--- src/rtl/pc_sequencer.sv ---
// Program counter owner: picks the next PC (sequential, relative, absolute or
// register target), emits the branch-and-link write and traps illegal targets.
module pc_sequencer #(
    parameter logic [31:0] RESET_PC = 32'h00000000,
    parameter int unsigned PC_STEP  = 4
) (
    input  logic        clk,
    input  logic        rst,
    input  logic        start,
    input  logic        advance,
    input  logic        is_branch,
    input  logic        validJump,
    input  logic [1:0]  target_sel,
    input  logic [25:0] imm,
    input  logic [31:0] reg_target,
    input  logic        is_link,
    input  logic        halt_req,
    output logic [31:0] pc,
    output logic        pc_valid,
    output logic [31:0] link_addr,
    output logic        link_we,
    output logic        fault,
    output logic [1:0]  state
);

    typedef enum logic [1:0] {
        ST_IDLE  = 2'b00,
        ST_RUN   = 2'b01,
        ST_HALT  = 2'b10,
        ST_FAULT = 2'b11
    } state_t;

    localparam logic [31:0] STEP_C = PC_STEP[31:0];

    state_t      state_r;
    state_t      next_state_s;
    logic [31:0] seq_pc_s;
    logic [31:0] target_s;
    logic        taken_s;
    logic        bad_target_s;
    logic [31:0] pc_next_s;
    logic        pc_valid_next_s;
    logic [31:0] link_addr_next_s;
    logic        link_we_next_s;
    logic        fault_next_s;

    assign seq_pc_s = pc + STEP_C;
    assign taken_s  = is_branch & validJump;

    // Target address mux and legality check for the taken-branch path
    always_comb begin
        target_s     = seq_pc_s;
        bad_target_s = 1'b0;
        case (target_sel)
            2'b00: target_s = pc + {{4{imm[25]}}, imm, 2'b00};
            2'b01: target_s = {pc[31:28], imm, 2'b00};
            2'b10: begin
                target_s     = reg_target;
                bad_target_s = (reg_target[1:0] != 2'b00);
            end
            2'b11: bad_target_s = 1'b1;
            default: bad_target_s = 1'b1;
        endcase
    end

    // FSM state register
    always_ff @(posedge clk or posedge rst) begin
        if (rst) begin
            state_r <= ST_IDLE;
        end else begin
            state_r <= next_state_s;
        end
    end

    // FSM next-state decision; halt outranks any branch fault
    always_comb begin
        next_state_s = state_r;
        case (state_r)
            ST_IDLE: begin
                if (start) next_state_s = ST_RUN;
                else       next_state_s = ST_IDLE;
            end
            ST_RUN: begin
                if (advance) begin
                    if (halt_req)                     next_state_s = ST_HALT;
                    else if (taken_s && bad_target_s) next_state_s = ST_FAULT;
                    else                              next_state_s = ST_RUN;
                end else begin
                    next_state_s = ST_RUN;
                end
            end
            ST_HALT: begin
                if (start) next_state_s = ST_RUN;
                else       next_state_s = ST_HALT;
            end
            ST_FAULT: next_state_s = ST_FAULT;
            default:  next_state_s = ST_FAULT;
        endcase
    end

    // FSM output decision: next values of pc, valid, link and fault registers
    always_comb begin
        pc_next_s        = pc;
        pc_valid_next_s  = pc_valid;
        link_addr_next_s = link_addr;
        link_we_next_s   = 1'b0;
        fault_next_s     = fault;
        case (state_r)
            ST_IDLE, ST_HALT: begin
                if (start) pc_valid_next_s = 1'b1;
                else       pc_valid_next_s = 1'b0;
            end
            ST_RUN: begin
                if (advance) begin
                    if (halt_req) begin
                        pc_next_s       = seq_pc_s;
                        pc_valid_next_s = 1'b0;
                    end else if (taken_s && bad_target_s) begin
                        fault_next_s    = 1'b1;
                        pc_valid_next_s = 1'b0;
                    end else if (taken_s) begin
                        pc_next_s = target_s;
                        if (is_link) begin
                            link_addr_next_s = seq_pc_s;
                            link_we_next_s   = 1'b1;
                        end else begin
                            link_we_next_s   = 1'b0;
                        end
                    end else begin
                        pc_next_s = seq_pc_s;
                    end
                end else begin
                    pc_next_s = pc;
                end
            end
            ST_FAULT: begin
                fault_next_s    = 1'b1;
                pc_valid_next_s = 1'b0;
            end
            default: begin
                fault_next_s    = 1'b1;
                pc_valid_next_s = 1'b0;
            end
        endcase
    end

    // Registered datapath outputs
    always_ff @(posedge clk or posedge rst) begin
        if (rst) begin
            pc        <= RESET_PC;
            pc_valid  <= 1'b0;
            link_addr <= 32'h00000000;
            link_we   <= 1'b0;
            fault     <= 1'b0;
        end else begin
            pc        <= pc_next_s;
            pc_valid  <= pc_valid_next_s;
            link_addr <= link_addr_next_s;
            link_we   <= link_we_next_s;
            fault     <= fault_next_s;
        end
    end

    assign state = state_r;

endmodule

--- config.mk ---
export PLATFORM = sky130hd
export DESIGN_NAME = pc_sequencer
export DESIGN_NICKNAME = d
export VERILOG_FILES = /design/src/rtl/pc_sequencer.sv
export SDC_FILE = /design/constraint.sdc
export NUM_CORES = 1
export LEC_CHECK = 0
export BUFFER_PORTS_ARGS = -buffer_cell sky130_fd_sc_hd__buf_2
export CAP_MARGIN = 5
export CORE_MARGIN = 5
export CORE_UTILIZATION = 35
export DETAILED_ROUTE_END_ITERATION = 10
export PLACE_DENSITY = 0.56
export RECOVER_POWER = 50
export SLEW_MARGIN = 5
export SYNTH_ARGS = -nofsm -noshare
export SYNTH_HDL_FRONTEND = slang
export SYNTH_SLANG_ARGS = --single-unit
export TNS_END_PERCENT = 100
--- constraint.sdc ---
create_clock -name clk -period 2.7 [get_ports clk]
set_clock_uncertainty 0.15 [all_clocks]
set_input_delay 0.135 -clock clk [delete_from_list [all_inputs] [get_ports clk]]
set_output_delay 0.135 -clock clk [all_outputs]
set_load 0.01 [all_outputs]
Word-level counts from Yosys, hierarchy flattened. Index checks and enable logic that the tools add are counted.

Register bits: 69. Output and inout port bits: 69.

$add $sub $neg: 2. Eq/ne operators: 12. Mux-type cells: 26. Bitwise operators: 3. Reductions and logical operators: 11.

Operator list (count): $mux W32 (3); $pmux W32 S3 (1); $add A32 B3 Y32 const B (1); $add A32 B32 Y32 (1); $mux W1 (14); $eq A2 B2 Y1 const B (4); $mux W2 (4); $ne A2 B2 Y1 const B (4); $pmux W2 S4 (1); $reduce_and A4 Y1 (2); $ne A3 B3 Y1 const B (2); $reduce_and A6 Y1 (1); $eq A2 B1 Y1 const B (2); $logic_not A2 Y1 (2); $pmux W1 S2 (2); $reduce_bool A2 Y1 (2); $pmux W1 S3 (1); $reduce_and A3 Y1 (1); $not A1 Y1 (2); $reduce_and A2 Y1 (1); $reduce_or A2 Y1 (1); $and A1 B1 Y1 (1); $logic_and A1 B1 Y1 (1).

Depth between registers and ports, before layout.
Word-level depth: 7. Depth in mapped cells: 12. Mapped depth without buffers: 12.

Least setup slack after synthesis. Ideal clock, no wire load.

Kind: register to register. Start point: reg pc[2]. End point: reg pc[20]. Library setup time: 0.144 ns. Arrival time: 2.629 ns. Data required time: 2.406 ns. Slack: -0.223 ns. Stages on the path, launching flop included: 13. Buffers on the path: 0. Cell sequence: dfrtp_1 ha_1 inv_1 fa_1 nor2b_1 o21a_1 o21ai_1 o31a_1 a211o_1 and2_1 xnor2_1 a221oi_1 a311oi_1.

Longest elaborated chain between the ends: 5. Elaborated cells between the ends (all ways): 6.

Ends and longest elaborated chain: start: declaration (RTL line 18) `output logic [31:0] pc,`; start signal: assignment (RTL line 156) `pc <= pc_next_s;`; $add A32 B3 Y32 / $add A32 B32 Y32 (equally long branches) (RTL line 47, 55); $pmux W32 S3 (RTL line 54) `case (target_sel)`; $mux W32 (RTL line 121) `end else if (taken_s) begin`; $mux W32 (RTL line 118) `end else if (taken_s && bad_target_s) begin`; $mux W32 (*) (RTL line 115) `if (halt_req) begin`.

Every way passes the cells marked *; elsewhere a longest branch is shown, timed or not. The select of a mux whose other input is x is not followed. A chain may end at the register's enable or synchronous reset.

Worst setup path in the final report. Ends and elaborated chain as after synthesis.

==> results.ini <==
[status]
status = complete, but fails checks
violations = max-capacitance violations, max-slew violations, negative setup slack

[placed_design]
dp_slack_ps = -174
dpl_cell_area_mm2 = 0.00726
portBuffers = 136
finalWeightedCongestion = 0.937
dp_hpwl_um = 16600

[drt]
via_count = 6230
wl_um = 21500
route.detailed.wl_per_inst_um = 18.9
viasPerCell = 5.47
drtIter0Drc = 563
antenna_left = 0
dr.pass1.iters = 6
route.detailed.drc = 0

[die]
dieWidth_um = 137
die_y_um = 137
fp-row-count = 46
core_mm2 = 0.0159
ios = 137
die_area_mm2 = 0.0188
start_util = 0.357

[timing]
hold-worst-slack_ps = 15.9
setup_viol = 5
worst_slew_pin_slew_ps = 1780
fin_crit_sh = 1.03
min_period_ps = 2770
fin_ws_ps = -71.1
slew_headroom = -0.184
drv_slew = 27
rsz0062_at_grt = yes
hold_viol_final = 0
fmax_mhz = 361

[global_route]
grt_max_degree = 52
busiest_layer = met1
grt_pass1_wl_um = 33200
antenna_found_initial = 0
use_met1 = 0.338
grt_use_total = 0.227
met2_usage = 0.334
grt-ovfl-total = 0
grt_pass1_vias = 6044
grt_use_met3 = 0.0435

[synthesis]
post_synth_main_area_contributors = dfrtp_1 (30%), ha_1 (7.5%), o21ai_0 (6.7%)
synth.area.mux_share = 0.0190
synthCells = 694
yosysWarnings = 0
ys_types = 64
yosys.area_share.adder = 0.0786
ys_seq_area_frac = 0.305
synth-simple-area-share = 0.185
synth_xor_area_frac = 0.0786
synth_top_area_cell = dfrtp_1
synth_nets = 797
synth_ff_type = dfrtp_1
async_flop_share = 1.00
synth_edf_count = 0
synth_top_family_by_area = compound AO/OA/AOI/OAI gates
synth_compound_area_frac = 0.291
synth-seq-cells = 69
syn_area_mm2 = 0.00567
syn-mean-instance-area_um2 = 8.17
yosysTopAreaCellShare = 0.305

[power]
pwr_density_cell_mw_per_mm2 = 549
leakage_nw = 3.66
ir_worst_vdd_mv = 0.353

[setup_path]
crit_path_end_kind = flop
critical_path.slowest_cell = dfrtp_2
reg2reg_from = pc[2]$_DFFE_PP0P_
cp_top_family = compound AO/OA/AOI/OAI gates
worstReg2RegEnd = pc[20]$_DFFE_PP0P_
crit_type = flop to flop
critical_path.cell_chain = ha_4 > inv_2 > fa_2 > nor2b_1 > o21a_1 > o21ai_2 > o31a_1 > a211o_1 > and2_4 > xnor2_2 > a221oi_2 > a311oi_1
critPathRequiredTime_ps = 2750
cp_max_fo = 3
reg2regPathDepth = 12
critPathLaunch = pc[2]$_DFFE_PP0P_
start_kind = flop
slowest_delay_ps = 390
cp_data_arrival_time_ps = 2820
r2r_slack_ps = -70
crit_buf_inv = 1

[clock_tree]
cts-root-buf = clkbuf_16
clockBufferDepth = 2
clock-sinks = 69
tritoncts = yes
clk_pin_slew_ps = 70
cts_made_buffers = 9
clk_latency_ps = 350
cts_htree_levels = 3

[hold_path]
min_path_cells = 4
hold_end = pc[23]$_DFFE_PP0P_
hp-start = reg_target[23]
worstHoldPathType = primary input to flop

[job]
cap_violations = 1

[final_layout]
drive_gt1_frac = 0.311
layout.nets = 1021
n_antenna_cell = 0
layout_common_cells = buf_2 (108), buf_4 (100), nand2_1 (81), o21ai_0 (71), dfrtp_1 (68)
layout_commonest_cell = buf_2
synthToLayoutAreaGrowth_pct = 39.6
design_area_mm2 = 0.00791
fin_util = 0.498

what timing repair did:
| action | 4_1_cts | 5_1_grt |
|---|---|---|
| resized for setup | 15 | 37 |
| hold buffers | 11 | 0 |
| pin swaps | 8 | 17 |
| endpoints found under the hold margin | 77 | 0 |
| setup buffers | 1 | 3 |
| setup endpoints to repair | 12 | 20 |
worst max path at each step:
stage | to | cells after the start
after floorplan | pc[20]$_DFFE_PP0P_ | 12
after global placement | pc[8]$_DFFE_PP0P_ | 12
after detailed placement | pc[30]$_DFFE_PP0P_ | 10
after CTS | pc[24]$_DFFE_PP0P_ | 12
after global routing | pc[16]$_DFFE_PP0P_ | 13
final | pc[20]$_DFFE_PP0P_ | 12
synth_stat cells, drive strengths merged (10+ instances only):
| cell | number |
|---|---|
| dfrtp | 69 |
| xor2 | 19 |
| o21ai | 79 |
| a21oi | 60 |
| a21o | 14 |
| clkbuf | 33 |
| nor3 | 12 |
| nor2 | 47 |
| a221o | 10 |
| nand2 | 81 |
| xnor2 | 31 |
| nand3 | 15 |
| ha | 34 |
| inv | 23 |
| and3 | 13 |
state kept, by name, summed over array words and instances, names as in the netlist:
signal     count
link_addr     32
pc            32
state          2
fault          1
link_we        1
pc_valid       1
logic make-up (layout without fill, tap and decap cells):
logic type,after synthesis,in the layout
compound gates,254,254
simple gates,215,215
flops,69,69
buf+inv,61,290
xor+xnor,50,50
fa+ha+maj,35,35
mux,10,10
where the power goes:
part,switching (W),internal [W]
sequential,0.0000712,0.00111
combinational,0.000980,0.000834
clock,0.000505,0.000843
total,0.00156,0.00279
final cells by class:
| type | count | area, um^2 |
|---|---|---|
| Inverter | 23 | 86.3 |
| Clock buffer | 10 | 239 |
| Tap cell | 216 | 270 |
| Clock inverter | 6 | 93.8 |
| Sequential cell | 69 | 1730 |
| Timing Repair Buffer | 251 | 1560 |
| Fill cell | 1573 | 7970 |
| Multi-Input combinational cell | 564 | 3940 |
metal layers:
layer  share of wire  up-vias  wire [um]
met5               0        -          0
met4           0.017        0        364
met3           0.084       25       1810
met2            0.43      261       9220
met1            0.47     2933      10100
li1                -     3011          -
through the flow:
stage / total power [W] / instances / setup TNS (ps)
2_1_floorplan: 0.00209 / 694 / -48.8
3_3_place_gp: 0.00282 / 1109 / -578
3_5_place_dp: 0.00284 / 1109 / -755
4_1_cts: 0.00425 / 1136 / -190
5_1_grt: 0.00459 / 1139 / -1180
6_report: 0.00435 / 1139 / -241
worst min-delay path, delay by kind of cell:
| kind | cells | cell delay (ps) |
|---|---|---|
| compound gates | 2 | 210 |
| buf+inv | 1 | 80 |
| simple gates | 1 | 50 |
(Power assumes the default switching activity.)
